$ cat config.mk
export PLATFORM = sky130hd
export DESIGN_NAME = wide_add_sequencer
export DESIGN_NICKNAME = d
export VERILOG_FILES = /design/src/rtl/eight_bit_adder.sv /design/src/rtl/wide_add_sequencer.sv
export SDC_FILE = /design/constraint.sdc
export NUM_CORES = 1
export LEC_CHECK = 0
export ABC_AREA = 1
export CAP_MARGIN = 20
export CORE_MARGIN = 3
export CORE_UTILIZATION = 55
export CTS_BUF_LIST = sky130_fd_sc_hd__clkbuf_8
export CTS_CLUSTER_SIZE = 28
export DETAILED_ROUTE_END_ITERATION = 6
export PLACE_DENSITY = 0.95
export SYNTH_ARGS = -nofsm -noshare
export SYNTH_HDL_FRONTEND = slang
export SYNTH_SLANG_ARGS = --single-unit
$ cat constraint.sdc
create_clock -name clk -period 4.7 [get_ports clk]
set_input_delay 0.94 -clock clk [delete_from_list [all_inputs] [get_ports clk]]
set_output_delay 0.94 -clock clk [all_outputs]
set_load 0.005 [all_outputs]
$ cat src/rtl/eight_bit_adder.sv
// eight_bit_adder: the team's N-bit ripple adder slice (purely combinational).
// Ports:
//   A, B : N-bit addends
//   ci   : carry in
//   S    : N-bit sum
//   co   : carry out
module eight_bit_adder #(
  parameter int N = 8
) (
  input  logic [N-1:0] A,
  input  logic [N-1:0] B,
  input  logic         ci,
  output logic [N-1:0] S,
  output logic         co
);

  assign {co, S} = {1'b0, A} + {1'b0, B} + {{N{1'b0}}, ci};

endmodule

$ cat src/rtl/wide_add_sequencer.sv
// wide_add_sequencer: adds two WORDS*N-bit operands by stepping a single
// N-bit adder slice over them, least significant slice first, one slice per
// cycle, with the inter-slice carry held in a register.
//
// Ports:
//   clk, rst            : clock, synchronous active-high reset
//   in_valid / in_ready : operand handshake (a, b, cin sampled on accept)
//   a, b, cin           : W-bit operands and carry in (W = N*WORDS)
//   out_valid/out_ready : result handshake
//   sum, cout           : W-bit result and carry out of the top slice
//   busy                : high while an operation is running or presented
//   ovf                 : two's-complement overflow flag, only present when
//                         the WIDE_ADD_OVF_EN macro is defined
module wide_add_sequencer #(
  parameter int N     = 8,
  parameter int WORDS = 4
) (
  input  logic               clk,
  input  logic               rst,
  input  logic               in_valid,
  output logic               in_ready,
  input  logic [N*WORDS-1:0] a,
  input  logic [N*WORDS-1:0] b,
  input  logic               cin,
  output logic               out_valid,
  input  logic               out_ready,
  output logic [N*WORDS-1:0] sum,
  output logic               cout,
  output logic               busy
`ifdef WIDE_ADD_OVF_EN
  ,
  output logic               ovf
`endif
);

  localparam int W     = N * WORDS;
  localparam int CNT_W = $clog2(WORDS);
  localparam logic [CNT_W-1:0] LAST = CNT_W'(WORDS - 1);

  typedef enum logic [1:0] {
    S_IDLE = 2'd0,
    S_RUN  = 2'd1,
    S_DONE = 2'd2
  } state_e;

  state_e           state_q, state_d;
  logic [CNT_W-1:0] cnt_q, cnt_d;
  logic [W-1:0]     op_a_q, op_a_d;
  logic [W-1:0]     op_b_q, op_b_d;
  logic [W-1:0]     res_q, res_d;
  logic             carry_q, carry_d;
  logic             out_valid_q, out_valid_d;
  logic             busy_q, busy_d;

`ifdef WIDE_ADD_OVF_EN
  logic             sign_a_q, sign_a_d;
  logic             sign_b_q, sign_b_d;
  logic             ovf_q, ovf_d;
`endif

  logic [N-1:0]     add_s;
  logic             add_co;

  eight_bit_adder #(.N(N)) u_slice_adder (
    .A  (op_a_q[N-1:0]),
    .B  (op_b_q[N-1:0]),
    .ci (carry_q),
    .S  (add_s),
    .co (add_co)
  );

  always_comb begin
    state_d     = state_q;
    cnt_d       = cnt_q;
    op_a_d      = op_a_q;
    op_b_d      = op_b_q;
    res_d       = res_q;
    carry_d     = carry_q;
    out_valid_d = out_valid_q;
    busy_d      = busy_q;
`ifdef WIDE_ADD_OVF_EN
    sign_a_d    = sign_a_q;
    sign_b_d    = sign_b_q;
    ovf_d       = ovf_q;
`endif

    case (state_q)
      S_IDLE: begin
        // in_ready is high throughout IDLE; reset overrides in the flop block
        if (in_valid) begin
          state_d = S_RUN;
          cnt_d   = '0;
          op_a_d  = a;
          op_b_d  = b;
          carry_d = cin;
          busy_d  = 1'b1;
`ifdef WIDE_ADD_OVF_EN
          sign_a_d = a[W-1];
          sign_b_d = b[W-1];
`endif
        end
      end

      S_RUN: begin
        // Slice result enters at the top; after WORDS shifts slice 0 sits
        // at the bottom and the register holds the whole sum in order.
        res_d   = {add_s, res_q[W-1:N]};
        carry_d = add_co;
        op_a_d  = {{N{1'b0}}, op_a_q[W-1:N]};
        op_b_d  = {{N{1'b0}}, op_b_q[W-1:N]};
        if (cnt_q == LAST) begin
          state_d     = S_DONE;
          out_valid_d = 1'b1;
`ifdef WIDE_ADD_OVF_EN
          ovf_d = (sign_a_q == sign_b_q) && (add_s[N-1] != sign_a_q);
`endif
        end else begin
          cnt_d = cnt_q + 1'b1;
        end
      end

      S_DONE: begin
        if (out_ready) begin
          state_d     = S_IDLE;
          out_valid_d = 1'b0;
          busy_d      = 1'b0;
        end
      end

      default: begin
        state_d     = S_IDLE;
        out_valid_d = 1'b0;
        busy_d      = 1'b0;
      end
    endcase
  end

  always_ff @(posedge clk) begin
    if (rst) begin
      state_q     <= S_IDLE;
      cnt_q       <= '0;
      op_a_q      <= '0;
      op_b_q      <= '0;
      res_q       <= '0;
      carry_q     <= 1'b0;
      out_valid_q <= 1'b0;
      busy_q      <= 1'b0;
`ifdef WIDE_ADD_OVF_EN
      sign_a_q    <= 1'b0;
      sign_b_q    <= 1'b0;
      ovf_q       <= 1'b0;
`endif
    end else begin
      state_q     <= state_d;
      cnt_q       <= cnt_d;
      op_a_q      <= op_a_d;
      op_b_q      <= op_b_d;
      res_q       <= res_d;
      carry_q     <= carry_d;
      out_valid_q <= out_valid_d;
      busy_q      <= busy_d;
`ifdef WIDE_ADD_OVF_EN
      sign_a_q    <= sign_a_d;
      sign_b_q    <= sign_b_d;
      ovf_q       <= ovf_d;
`endif
    end
  end

  // After the last slice the carry register holds the top slice's carry out
  // and stays put through DONE, so it doubles as cout.
  assign sum       = res_q;
  assign cout      = carry_q;
  assign out_valid = out_valid_q;
  assign busy      = busy_q;
  assign in_ready  = (state_q == S_IDLE) && !rst;
`ifdef WIDE_ADD_OVF_EN
  assign ovf       = ovf_q;
`endif

endmodule

==> results.cfg <==
[outcome]
outcome = complete, no violations

[yosys]
async_flop_share = 0
avgSynthCellArea_um2 = 7.630
synth_common_cells = 141 x nand2_1, 103 x dfxtp_1, 80 x o21ai_0
seq_area_frac_synth = 0.4659
synth_edf_count = 0
yosysMostFrequentCell = nand2_1
synth_flop_cell = dfxtp_1
synth_largest_area_cell = dfxtp_1
synthTopCellsByArea = dfxtp_1 47%, nand2_1 12%, o21ai_0 9.0%
synthCells = 580
yosys.area.top_type_share = 0.4659
synth_area_um2 = 4425
yosysWarningCount = 0
synth_fp_nets = 659
ys_seq_elements = 103
ys_types = 27

[cts]
cts_tree = done
cts_hold_buf = 0
cts-root-buf = clkbuf_8
path_clk_slew_ps = 90
cts_resized = 0
cts_setup_buffers = 0
cts_made_buffers = 9
cts_max_path_buffers = 2
htree_levels = 3
cts_num_sinks = 103
clock_latency_ps = 370

[timing]
setup_violations = 0
timing.hold.ws_ps = 467.1
rsz0062_at_grt = no
fin_crit_sh = 0.6734
tightestPinTransition_ps = 809.2
layout_setup_ws_ps = 1535
slew_headroom = 0.4605
fin_tns_setup_ps = 0
slew_viol_final = 0
hold_viol_final = 0
max_freq_mhz = 316.0
period_minus_slack_ps = 3165
skew_ps = 9.215

[final_layout]
nets = 736
diodes = 0
area_growth_pct = 25.59
utilization = 0.7155
drive_gt1_frac = 0.03933

[floorplan]
die_h_um = 95.70
die_w_um = 95.70
core-area_um2 = 7767
num_rows = 32
ios = 105
start_util = 0.5697
dieArea_um2 = 9158

[place]
place_congestion = 0.8251
place.detailed.hpwl_um = 7485
place_ws_ps = 1357
portBuffers = 104

[global_route]
overflow = 0
grt_usage = 0.2475
grt_pass1_wl_um = 17820
grt_max_degree = 97
met1_usage = 0.2971
antenna_found_initial = 0
busiest_layer = met2
use_met2 = 0.4268
grtUsageMet3 = 0.06099
grt_pass1_vias = 3880

[power]
p_per_area_nw_per_um2 = 349.5
ir_drop_uv = 218.5
leakage_nw = 2.237

[flow_run]
drv_cap = 0

[critical_path]
regToRegSetupSlack_ps = 2730
crit_buf_inv = 3
crit_fanout = 24
ff2ff_path_depth = 4
path_class = in2out
r2r-end = op_a_q[8]
path_cells = clkdlybuf4s50_1, buf_4, nor2_1, clkdlybuf4s50_1
cp_top_family = buffers and inverters
cp-end-kind = output pin
max_stage_delay_ps = 510
worstPathArrival_ps = 2230
critPathMostFrequentCell = clkdlybuf4s50_1
required_ps = 3760
start_kind = input pin
rr_startpoint = state_q[0]
slowest_stage = clkdlybuf4s50_1

[worst_hold_path]
hold_path_depth = 2
hold-path-endpoint = op_b_q[27]
hold_path_class = reg2reg
hold_start = op_b_q[27]

[route]
drtIter0Drc = 272
routedWlPerCell_um = 14.47
routed_wl_um = 11040
drc = 0
detail_route.first_pass.iterations = 5
antenna_left = 0
num_vias = 4214
avgViaCountPerCell = 5.523
-- cell families (layout without fill, tap and decap cells) --
group / Yosys count / count (layout) / synth area share
fa+ha+maj: 10 / 10 / 0.03167
flops: 103 / 103 / 0.4659
buf+inv: 66 / 147 / 0.08284
simple gates: 237 / 237 / 0.2152
compound gates: 163 / 163 / 0.2024
xor+xnor: 1 / 1 / 0.001979
-- through the flow --
| step | power, W | instance area, um2 | std cells |
|---|---|---|---|
| after floorplan | 0.001242 | 4425 | 580 |
| after global placement | 0.001375 | 5343 | 747 |
| after detailed placement | 0.001395 | 5343 | 747 |
| after CTS | 0.001942 | 5538 | 762 |
| after global routing | 0.002030 | 5558 | 763 |
| final | 0.001943 | 5558 | 763 |
-- cell type report --
type / count / area (um2)
multi-input cells: 411 / 1997
well taps: 102 / 127.6
fillers: 560 / 2210
repair buffers: 108 / 1084
flip-flops and latches: 103 / 2062
clock inverters: 5 / 57.56
inverters: 24 / 92.59
clock buffers: 10 / 137.6
-- sequential cells by signal, summed over array words and instances, names as in the netlist --
signal,count
op_b_q,32
cout,1
busy,1
out_valid,1
sum,32
state_q,2
cnt_q,2
op_a_q,32
-- routing by layer --
metal  up-vias  share of wire
li1       2103              -
met1      1923           0.40
met2       154           0.51
met3        34          0.053
met4         0          0.029
met5         -              0
-- power breakdown --
group          internal (W)  total [W]  switching [W]
combinational      0.000183   0.000383       0.000200
clock              0.000258   0.000557       0.000299
sequential         0.000951    0.00100      0.0000521
-- worst reg2reg max path, stage by stage (launching register included) --
cell and delay (ps):
dfxtp_1 400, o21ai_4 520, inv_4 410, o21ai_0 400, a31oi_1 80
-- layout by cell type (no fill, tap or decap), drive strengths merged --
cell,instances
clkinv,1
o21ai,83
a31oi,48
inv,25
a21oi,29
fa,2
clkdlybuf4s50,104
nand4,1
ha,8
clkbuf,10
dfxtp,103
or2,2
nor2,65
nand2,141
o211ai,2
clkinvlp,2
nand3b,4
nand3,24
buf,4
bufinv,1
a221oi,1
xor2,1
-- how the worst max path moves through the flow --
stage,startpoint,end,slack [ps],depth (start not counted)
2_1_floorplan,rst,in_ready,2480,2
3_3_place_gp,in_valid,op_a_q[7],1500,5
3_5_place_dp,in_valid,op_a_q[8],1360,5
4_1_cts,rst,in_ready,1530,4
5_1_grt,in_valid,op_a_q[8],1470,5
6_report,rst,in_ready,1540,4
No activity file was read; power rests on OpenSTA's default activity.
